<file path="src/rtl/muldiv_if.sv">
// muldiv_if: command/result bundle between the decode/RegFile side and the
// multiply/divide unit.
//   start, op, busa, busb, flush : command side (master -> slave)
//   busy, done, hi, lo           : status/result side (slave -> master)
interface muldiv_if #(
    parameter int WIDTH = 32
);
    logic             start;
    logic [2:0]       op;
    logic [WIDTH-1:0] busa;
    logic [WIDTH-1:0] busb;
    logic             flush;
    logic             busy;
    logic             done;
    logic [WIDTH-1:0] hi;
    logic [WIDTH-1:0] lo;

    modport master (
        output start, op, busa, busb, flush,
        input  busy, done, hi, lo
    );

    modport slave (
        input  start, op, busa, busb, flush,
        output busy, done, hi, lo
    );
endinterface

</file>
<file path="src/rtl/muldiv_unit.sv">
// muldiv_unit: iterative MULT/MULTU/DIV/DIVU engine with architectural HI/LO.
//   clk   : rising-edge clock
//   reset : asynchronous active-low reset
//   bus   : muldiv_if.slave
//     start/op/busa/busb : command strobe, opcode and RegFile operands
//     flush              : abort an in-flight operation (wins over FIX write)
//     busy               : state != IDLE, purely registered
//     done               : one-cycle pulse after HI/LO written by MULT*/DIV*
//     hi/lo              : HI/LO registers
// One shift-add or restoring-divide step per cycle for WIDTH cycles, then a
// FIX cycle applies sign correction and writes HI/LO.
module muldiv_unit #(
    parameter int WIDTH = 32
) (
    input  logic   clk,
    input  logic   reset,
    muldiv_if.slave bus
);
    localparam int CW = (WIDTH > 1) ? $clog2(WIDTH) : 1;

    typedef enum logic [1:0] {IDLE, RUN, FIX} state_t;

    state_t             state, state_nxt;
    logic [2*WIDTH-1:0] acc;      // mul: {partial, multiplier}; div: low half = dividend/quotient
    logic [WIDTH:0]     rem;      // divide partial remainder, one guard bit for the trial subtract
    logic [WIDTH-1:0]   opb;      // multiplicand or divisor magnitude
    logic               is_div;
    logic               neg_p;    // negate product / quotient
    logic               neg_r;    // negate remainder (dividend sign)
    logic [CW-1:0]      cnt;
    logic [WIDTH-1:0]   hi_q, lo_q;
    logic               done_q;

    // command decode
    logic             accept, op_arith, div_zero, last_iter;
    logic             a_neg, b_neg;
    logic [WIDTH-1:0] a_mag, b_mag;

    assign accept    = (state == IDLE) && bus.start && !bus.flush;
    assign op_arith  = !bus.op[2];
    assign div_zero  = bus.op[1] && (bus.busb == '0);
    assign last_iter = (cnt == CW'(WIDTH - 1));

    // op[0]=0 selects the signed variants
    assign a_neg = !bus.op[0] && bus.busa[WIDTH-1];
    assign b_neg = !bus.op[0] && bus.busb[WIDTH-1];
    assign a_mag = a_neg ? -bus.busa : bus.busa;
    assign b_mag = b_neg ? -bus.busb : bus.busb;

    // multiply step: conditional add into the upper half, then shift right
    // with the carry landing in the top bit
    logic [WIDTH:0]     mul_sum;
    logic [2*WIDTH-1:0] mul_next;
    assign mul_sum  = {1'b0, acc[2*WIDTH-1:WIDTH]} + (acc[0] ? {1'b0, opb} : '0);
    assign mul_next = {mul_sum, acc[WIDTH-1:1]};

    // restoring divide step: shift next dividend bit in, trial subtract
    logic [WIDTH:0]   div_shift;
    logic [WIDTH+1:0] div_diff;
    logic             div_ok;
    assign div_shift = {rem[WIDTH-1:0], acc[WIDTH-1]};
    assign div_diff  = {1'b0, div_shift} - {2'b00, opb};
    assign div_ok    = !div_diff[WIDTH+1];

    // FIX-cycle sign correction
    logic [2*WIDTH-1:0] prod;
    logic [WIDTH-1:0]   quo_raw, quo, rmd;
    assign prod    = neg_p ? -acc : acc;
    assign quo_raw = acc[WIDTH-1:0];
    assign quo     = neg_p ? -quo_raw : quo_raw;
    assign rmd     = neg_r ? -rem[WIDTH-1:0] : rem[WIDTH-1:0];

    always_ff @(posedge clk or negedge reset) begin
        if (!reset) state <= IDLE;
        else        state <= state_nxt;
    end

    always_comb begin
        state_nxt = state;
        case (state)
            IDLE: if (accept && op_arith) state_nxt = div_zero ? FIX : RUN;
            RUN: begin
                if (bus.flush)     state_nxt = IDLE;
                else if (last_iter) state_nxt = FIX;
            end
            FIX:     state_nxt = IDLE;
            default: state_nxt = IDLE;
        endcase
    end

    always_ff @(posedge clk or negedge reset) begin
        if (!reset) begin
            acc    <= '0;
            rem    <= '0;
            opb    <= '0;
            is_div <= 1'b0;
            neg_p  <= 1'b0;
            neg_r  <= 1'b0;
            cnt    <= '0;
            hi_q   <= '0;
            lo_q   <= '0;
            done_q <= 1'b0;
        end else begin
            done_q <= (state == FIX) && !bus.flush;
            case (state)
                IDLE: if (accept) begin
                    case (bus.op)
                        3'b100: hi_q <= bus.busa;
                        3'b101: lo_q <= bus.busa;
                        3'b000, 3'b001, 3'b010, 3'b011: begin
                            cnt    <= '0;
                            is_div <= bus.op[1];
                            if (div_zero) begin
                                // FIX then writes lo=all-ones, hi=raw dividend
                                acc   <= {{WIDTH{1'b0}}, {WIDTH{1'b1}}};
                                rem   <= {1'b0, bus.busa};
                                neg_p <= 1'b0;
                                neg_r <= 1'b0;
                            end else begin
                                neg_p <= a_neg ^ b_neg;
                                neg_r <= a_neg;
                                if (bus.op[1]) begin
                                    acc <= {{WIDTH{1'b0}}, a_mag};
                                    rem <= '0;
                                    opb <= b_mag;
                                end else begin
                                    acc <= {{WIDTH{1'b0}}, b_mag};
                                    opb <= a_mag;
                                end
                            end
                        end
                        default: ;
                    endcase
                end
                RUN: if (!bus.flush) begin
                    cnt <= last_iter ? '0 : cnt + CW'(1);
                    if (is_div) begin
                        acc <= {acc[2*WIDTH-1:WIDTH], acc[WIDTH-2:0], div_ok};
                        rem <= div_ok ? div_diff[WIDTH:0] : div_shift;
                    end else begin
                        acc <= mul_next;
                    end
                end
                FIX: if (!bus.flush) begin
                    if (is_div) begin
                        lo_q <= quo;
                        hi_q <= rmd;
                    end else begin
                        {hi_q, lo_q} <= prod;
                    end
                end
                default: ;
            endcase
        end
    end

    assign bus.busy = (state != IDLE);
    assign bus.done = done_q;
    assign bus.hi   = hi_q;
    assign bus.lo   = lo_q;
endmodule

</file>
<file path="src/flat_wrapper.sv">
// flat-port wrapper written by rule: the top's interface ports become plain ports
module muldiv_unit_flat 
#(
    parameter int WIDTH = 32
)
  (clk, reset, bus_start, bus_op, bus_busa, bus_busb, bus_flush, bus_busy, bus_done, bus_hi, bus_lo);
  muldiv_if #(.WIDTH(WIDTH)) bus_i ();
  input  logic clk;
  input  logic reset;
  input wire logic [$bits(bus_i.start)-1:0] bus_start;
  input wire logic [$bits(bus_i.op)-1:0] bus_op;
  input wire logic [$bits(bus_i.busa)-1:0] bus_busa;
  input wire logic [$bits(bus_i.busb)-1:0] bus_busb;
  input wire logic [$bits(bus_i.flush)-1:0] bus_flush;
  output wire logic [$bits(bus_i.busy)-1:0] bus_busy;
  output wire logic [$bits(bus_i.done)-1:0] bus_done;
  output wire logic [$bits(bus_i.hi)-1:0] bus_hi;
  output wire logic [$bits(bus_i.lo)-1:0] bus_lo;
  assign bus_i.start = bus_start;
  assign bus_i.op = bus_op;
  assign bus_i.busa = bus_busa;
  assign bus_i.busb = bus_busb;
  assign bus_i.flush = bus_flush;
  assign bus_busy = bus_i.busy;
  assign bus_done = bus_i.done;
  assign bus_hi = bus_i.hi;
  assign bus_lo = bus_i.lo;
  muldiv_unit #(.WIDTH(WIDTH)) u_core (.clk(clk), .reset(reset), .bus(bus_i));
endmodule
</file>
<file path="config.mk">
export PLATFORM = sky130hd
export DESIGN_NAME = muldiv_unit_flat
export DESIGN_NICKNAME = d
export VERILOG_FILES = /design/src/rtl/muldiv_if.sv /design/src/rtl/muldiv_unit.sv /design/src/flat_wrapper.sv
export SDC_FILE = /design/constraint.sdc
export NUM_CORES = 1
export LEC_CHECK = 0
export ABC_AREA = 1
export CORE_MARGIN = 4
export CORE_UTILIZATION = 40
export DETAILED_ROUTE_END_ITERATION = 8
export MAX_ROUTING_LAYER = met4
export SETUP_SLACK_MARGIN = 0.2
export SLEW_MARGIN = 20
export SYNTH_ARGS = -nofsm -noshare
export SYNTH_HDL_FRONTEND = slang
export SYNTH_SLANG_ARGS = --single-unit
</file>
<file path="constraint.sdc">
create_clock -name clk -period 2.76 [get_ports clk]
set_input_delay 0.552 -clock clk [delete_from_list [all_inputs] [get_ports clk]]
set_output_delay 0.552 -clock clk [all_outputs]
set_load 0.02 [all_outputs]
</file>
-- After elaboration in Yosys (flattened, before gate mapping)
Index checks and enable logic that the tools add are counted.
Widths: inputs -> output; s select.
- eq/ne operators: 19
- add/subtract/negate cells: 8
- bitwise logic cells: 2
- muxes and demuxes: 44
- reductions and logical operators: 26
- operators by type and width (kind ; count):
    $mux 32 ; 22
    $mux 64 ; 6
    $pmux 32 s2 ; 3
    $neg 32->32 ; 4
    $pmux 64 s2 ; 1
    $neg 64->64 ; 1
    $sub 33x32->34 ; 1
    $add 32x33->33 ; 1
    $logic_not 32->1 ; 1
    $mux 5 ; 4
    $reduce_and 4->1 ; 4
    $ne 2x2->1 const B ; 7
    $pmux 5 s2 ; 1
    $mux 2 ; 4
    $logic_and 1x1->1 ; 7
    $eq 3x2->1 const B ; 2
    $eq 3x3->1 const B ; 2
    $ne 3x2->1 const B ; 2
    $reduce_and 6->1 ; 1
    $reduce_bool 2->1 ; 3
    $add 5x1->5 const B ; 1
    $eq 5x5->1 const B ; 1
    $reduce_and 5->1 ; 1
    $logic_not 1->1 ; 4
    other kinds (13) ; 15
- output and inout bits: 66
- bits of input ports: 71
- flip-flop bits (word level): 203
- word-level logic and storage cells: 111

-- Logic depth before layout (Yosys ltp)
- depth in word-level cells: 8
- mapped depth: 18
- depth with buffers taken out: 17

-- Worst setup path before layout
No wires, ideal clock.
- kind: register -> register
- from: reg u_core.acc[0]
- to: reg u_core.acc[53]
- data required time: 2629 ps
- library setup time: 131 ps
- stages on the path, launching flop included: 14
- slack: 536 ps
- data arrival time: 2093 ps
- path buffers: 2
- clock period less this slack: 2224 ps
- cell sequence: dfrtp_1 -> buf_2 -> clkbuf_1 -> nand2_1 -> inv_1 -> ha_1 -> nand2_1 -> o21ai_1 -> a21oi_1 -> o21ai_1 -> a21oi_1 -> nand2b_1 -> nand3_1 -> o21ai_0
- longest elaborated chain between the ends: 5
- RTL lines (item ; RTL line ; source):
    start, declared ; muldiv_unit.sv:24 ; logic [2*WIDTH-1:0] acc;
    start signal, assigned ; muldiv_unit.sv:115 ; acc <= {{WIDTH{1'b0}}, {WIDTH{1'b1}}};
    start signal, assigned ; muldiv_unit.sv:123 ; acc <= {{WIDTH{1'b0}}, a_mag};
    start signal, assigned ; muldiv_unit.sv:127 ; acc <= {{WIDTH{1'b0}}, b_mag};
    $mux 32 ; muldiv_unit.sv:54 ; assign mul_sum = {1'b0, acc[2*WIDTH-1:WIDTH]} + (acc[0] ? {1'b0, opb} : '0);
    $add 32x33->33 ; muldiv_unit.sv:54 ;
    $mux 64 ; muldiv_unit.sv:137 ; if (is_div) begin
    $mux 64 ; muldiv_unit.sv:135 ; RUN: if (!bus.flush) begin
    $pmux 64 s2 ; muldiv_unit.sv:105 ; case (state)
No other way between the ends. The select of a mux whose other input is x is not followed.
A chain may end at the register's enable or synchronous reset.

-- Final worst setup path
- from: reg u_core.opb[5]
- to: reg u_core.acc[0]
- longest elaborated chain between the ends: 5
- RTL lines (item ; RTL line ; source):
    start, declared ; muldiv_unit.sv:26 ; logic [WIDTH-1:0] opb;
    start signal, assigned ; muldiv_unit.sv:125 ; opb <= b_mag;
    start signal, assigned ; muldiv_unit.sv:128 ; opb <= a_mag;
    $sub 33x32->34 ; muldiv_unit.sv:62 ; assign div_diff = {1'b0, div_shift} - {2'b00, opb};
    $logic_not 1->1 ; muldiv_unit.sv:63 ; assign div_ok = !div_diff[WIDTH+1];
    $mux 64 ; muldiv_unit.sv:137 ;
    $mux 64 ; muldiv_unit.sv:135 ;
    $pmux 64 s2 ; muldiv_unit.sv:105 ;
    end signal, assigned ; muldiv_unit.sv:115 ;
    end signal, assigned ; muldiv_unit.sv:138 ; acc <= {acc[2*WIDTH-1:WIDTH], acc[WIDTH-2:0], div_ok};
    end signal, assigned ; muldiv_unit.sv:141 ; acc <= mul_next;
No other way between the ends. The select of a mux whose other input is x is not followed.

==> out/qor.txt <==
result of the run = complete, no violations
Synth Cell Area = 0.0202 mm²
slowest CP cell = sky130_fd_sc_hd__dfrtp_2
required time of the critical path = 3.22 ns
commonest non-fill, non-tap cell in the layout = sky130_fd_sc_hd__nand2_1
number of clock sinks = 203
initial core utilization = 40.4%
worst-skew pair later-pin latency = 0.57 ns
height of the die = 233 µm
global-route track usage on met2 = 57.7%
Slowest Stage Delay on Critical Path = 0.43 ns
number of global-route vias before repair = 23400
cells after synthesis = 3379
count of state elements after synthesis = 203
Buf/Inv on CP = 2
xor and xnor fraction of the mapped netlist area = 2.12%
setup repair after global routing missed its margin = true
post-placement cell count = 4341
dominant combinational cell family by area after synthesis = simple AND/OR/NAND/NOR gates
class of the worst hold path = reg -> reg
leftover overflow at the end of global routing = 0
# port buffers = 136
post-layout instance count excluding filler cells = 4406
unique cell type count in the Yosys netlist = 58
crit path time final = 2.46 ns
share of the core filled with cells = 50.8%
maximum fanout along the worst path = 6
overall die area = 0.0542 mm²
final worst path period share = 89.3%
post-synthesis simple-gate area fraction = 40.4%
Startpoint Class = flip-flop
R2R Path Start = u_core.opb[5]
setup skew after layout = 0.0129 ns
arrival time at the worst endpoint = 2.93 ns
Hold Path Origin = u_core.bus.lo[14]
Net count, final = 3851
most congested layer reported by global routing = met2
H-tree levels = 1
net count after synthesis = 3522
DP HPWL = 85.4 mm
multiplexer share of the synthesized area = 0%
layout cells sized above 1 = 14.2%
overall power of the completed layout = 0.0217 W
first-pass GRT wire length = 151 mm
remaining number of nets flagged by the antenna check after routing = 0
wire length reported by the detailed router = 103 mm
number of DRC violations after detailed-routing iteration 0 = 2890
Final Slew Violations = 0
clock buffer count from CTS = 26
Area Overhead vs Synth = 25.8%
Root Driver = sky130_fd_sc_hd__clkbuf_16
boundary pin count = 137
startpoint-to-endpoint class of the critical path = reg -> reg
Initial DRT Pass Iterations = 6
Clock Pin Slew Worst Setup and Hold Paths = 0.07 ns
row count = 82
worst-margin pin slew = 0.920 ns
Setup crit end kind = flip-flop
Routed WL per cell = 23.5 µm
maximum resistive drop on vdd = 476 µV
per-cell via count in the routed design = 5.66
Adder-Cell Fraction of Synth Area = 4.53%
drt drc = 0
average cell area after synthesis = 5.98 µm²
count of flip-flops with a built-in enable after synthesis = 0
family with the most delay on the worst path = simple AND/OR/NAND/NOR gates
clock tree from TritonCTS = done
Max transition margin = 38.7%
fraction of the yosys area taken by sequential cells = 25.1%
fill cell count = 5389
overall via count from detail_route = 24900
clk buf depth = 3
met3 Usage GRT = 7.77%
series of cell instances along the critical path = clkinvlp_4 > ha_4 > nand2_1 > nor2_2 > nand3_1 > nand3_2 > nand2_2 > nand2_2 > nand2_4 > nand2_4 > buf_4 > nand2_1 > a22oi_2
max capacitance violation total = 0
number of endpoints with negative hold slack in the final report = 0
total of warnings raised by yosys = 0
highest attainable clock frequency = 406 MHz
final estimated routing congestion in global placement = 1.10
GRT Util Overall = 38.1%
post-synthesis compound-gate area fraction = 16.9%
fraction of registers with async set or reset after synthesis = 100%
largest net degree at the start of global routing = 73
grt met1 use = 50.1%
CORE AREA = 0.0501 mm²
critical path launch point = u_core.opb[5]
cell area power density = 853 mW/mm²
top library cells by usage in the layout, fill and taps aside = sky130_fd_sc_hd__nand2_1 (910), sky130_fd_sc_hd__nor2_1 (477), sky130_fd_sc_hd__inv_1 (368)
dominant register cell in the synthesized netlist = sky130_fd_sc_hd__dfrtp_1
die extent in x = 233 µm
static leakage power = 12.2 nW
final count of negative-setup-slack endpoints = 0
antenna violations before repair = 7
worst slack on hold paths = 0.487 ns
==> layout make-up <==
cell class,instances,area (µm²),share of cell area (%)
Tap cell,672,841,3.31
Timing Repair Buffer,424,3730,14.7
Multi-Input combinational cell,2651,13300,52.5
Antenna cell,7,17.5,0.0689
Inverter,402,1530,6.01
Sequential cell,203,5100,20.1
Clock inverter,10,105,0.413
Clock buffer,37,753,2.96
==> flip-flops by register name, indices dropped and copies added, names as in the netlist, 2 cells and up <==
name / count
u_core.state: 2
u_core.opb: 32
u_core.rem: 32
u_core.cnt: 5
u_core.bus.lo: 32
u_core.bus.hi: 32
u_core.acc: 64
==> synth_stat cells, types with 3 or more instances <==
cell type	n	area (µm²)
sky130_fd_sc_hd__nand2_1	919	3450
sky130_fd_sc_hd__nor2_1	490	1840
sky130_fd_sc_hd__inv_1	375	1410
sky130_fd_sc_hd__nand3_1	358	1790
sky130_fd_sc_hd__a21oi_1	227	1140
sky130_fd_sc_hd__dfrtp_1	203	5080
sky130_fd_sc_hd__o21ai_0	190	951
sky130_fd_sc_hd__ha_1	70	876
sky130_fd_sc_hd__buf_2	51	255
sky130_fd_sc_hd__nand4_1	50	313
sky130_fd_sc_hd__o21ai_1	47	235
sky130_fd_sc_hd__xor2_1	45	394
sky130_fd_sc_hd__o22ai_1	36	225
sky130_fd_sc_hd__clkbuf_1	35	131
sky130_fd_sc_hd__a31oi_1	29	181
sky130_fd_sc_hd__a221oi_1	20	175
sky130_fd_sc_hd__inv_2	19	71.3
sky130_fd_sc_hd__nor3_1	19	95.1
sky130_fd_sc_hd__buf_6	17	191
sky130_fd_sc_hd__a22oi_1	16	120
sky130_fd_sc_hd__nor2_4	15	169
sky130_fd_sc_hd__buf_1	14	52.6
sky130_fd_sc_hd__nor2_2	13	81.3
sky130_fd_sc_hd__o211ai_1	13	97.6
sky130_fd_sc_hd__nand2_2	12	75.1
sky130_fd_sc_hd__or2_2	10	62.6
sky130_fd_sc_hd__nand3b_1	9	67.6
sky130_fd_sc_hd__o21bai_1	9	67.6
sky130_fd_sc_hd__buf_4	6	45.0
sky130_fd_sc_hd__a21o_1	5	37.5
sky130_fd_sc_hd__a21oi_2	4	35.0
sky130_fd_sc_hd__clkinv_1	4	15.0
sky130_fd_sc_hd__nand2_4	4	45.0
sky130_fd_sc_hd__o21a_1	4	30.0
sky130_fd_sc_hd__xnor2_1	4	35.0
sky130_fd_sc_hd__inv_4	3	18.8
sky130_fd_sc_hd__nand3_2	3	30.0
sky130_fd_sc_hd__o21ai_2	3	26.3
==> worst register-to-register path, cell delays in order, from the launching register on <==
cell                         delay [ns]
sky130_fd_sc_hd__dfrtp_2           0.43
sky130_fd_sc_hd__clkinvlp_4        0.20
sky130_fd_sc_hd__ha_4              0.34
sky130_fd_sc_hd__nand2_1           0.13
sky130_fd_sc_hd__nor2_2            0.14
sky130_fd_sc_hd__nand3_1           0.09
sky130_fd_sc_hd__nand3_2           0.12
sky130_fd_sc_hd__nand2_2           0.07
sky130_fd_sc_hd__nand2_2           0.09
sky130_fd_sc_hd__nand2_4           0.07
sky130_fd_sc_hd__nand2_4           0.15
sky130_fd_sc_hd__buf_4             0.21
sky130_fd_sc_hd__nand2_1           0.09
sky130_fd_sc_hd__a22oi_2           0.22
==> worst paths after layout <==
check,slack (ns),cells after the start,to
worst max-delay path,0.30,13,u_core.acc[0]
worst min register to register,0.49,2,u_core.bus.lo[14]
max in group asynchronous,1.51,3,u_core.acc[21]
worst min-delay path,0.49,2,u_core.bus.lo[14]
min in group asynchronous,0.52,2,u_core.bus.lo[10]
worst max register to register,0.30,13,u_core.acc[0]
==> per-stage QoR <==
stage                     area (µm²)  worst slack (ns)  setup TNS [ns]
after floorplan                20200             0.536               0
after global placement         24000           -0.0919          -0.704
after detailed placement       24000           -0.0821          -0.472
after CTS                      24900             0.189               0
after global routing           25400             0.132               0
final                          25400             0.295               0
==> power by group <==
group	internal (W)	total [W]	leakage [nW]	switching, W
Clock	0.00207	0.00356	0.421	0.00148
Sequential	0.00387	0.00526	2.44	0.00139
Combinational	0.00469	0.0129	9.35	0.00820
==> cells by family (layout without fill, tap and decap cells) <==
family                   count (synthesis)  in the layout
XOR/XNOR                                49             49
AO/OA/AOI/OAI                          613            613
adder cells (fa/ha/maj)                 72             72
buffers and inverters                  525            873
flip-flops                             203            203
other                                    0              7
AND/OR/NAND/NOR                       1917           1917
==> what timing repair did <==
| action | CTS | global route |
|---|---|---|
| endpoints found under the hold margin | 53 | 0 |
| endpoints found under the setup margin | 46 | 61 |
| setup buffers | 0 | 10 |
| hold buffers | 1 | 0 |
| gates resized for setup | 14 | 113 |
| pin swaps | 0 | 5 |
==> routing by layer <==
metal,part of all wire [%],routed length (µm)
met5,0,0
met4,4.9,5110
met3,10,10700
met2,44,45200
met1,41,42500
Note: power is estimated with default switching activity, not from simulation.
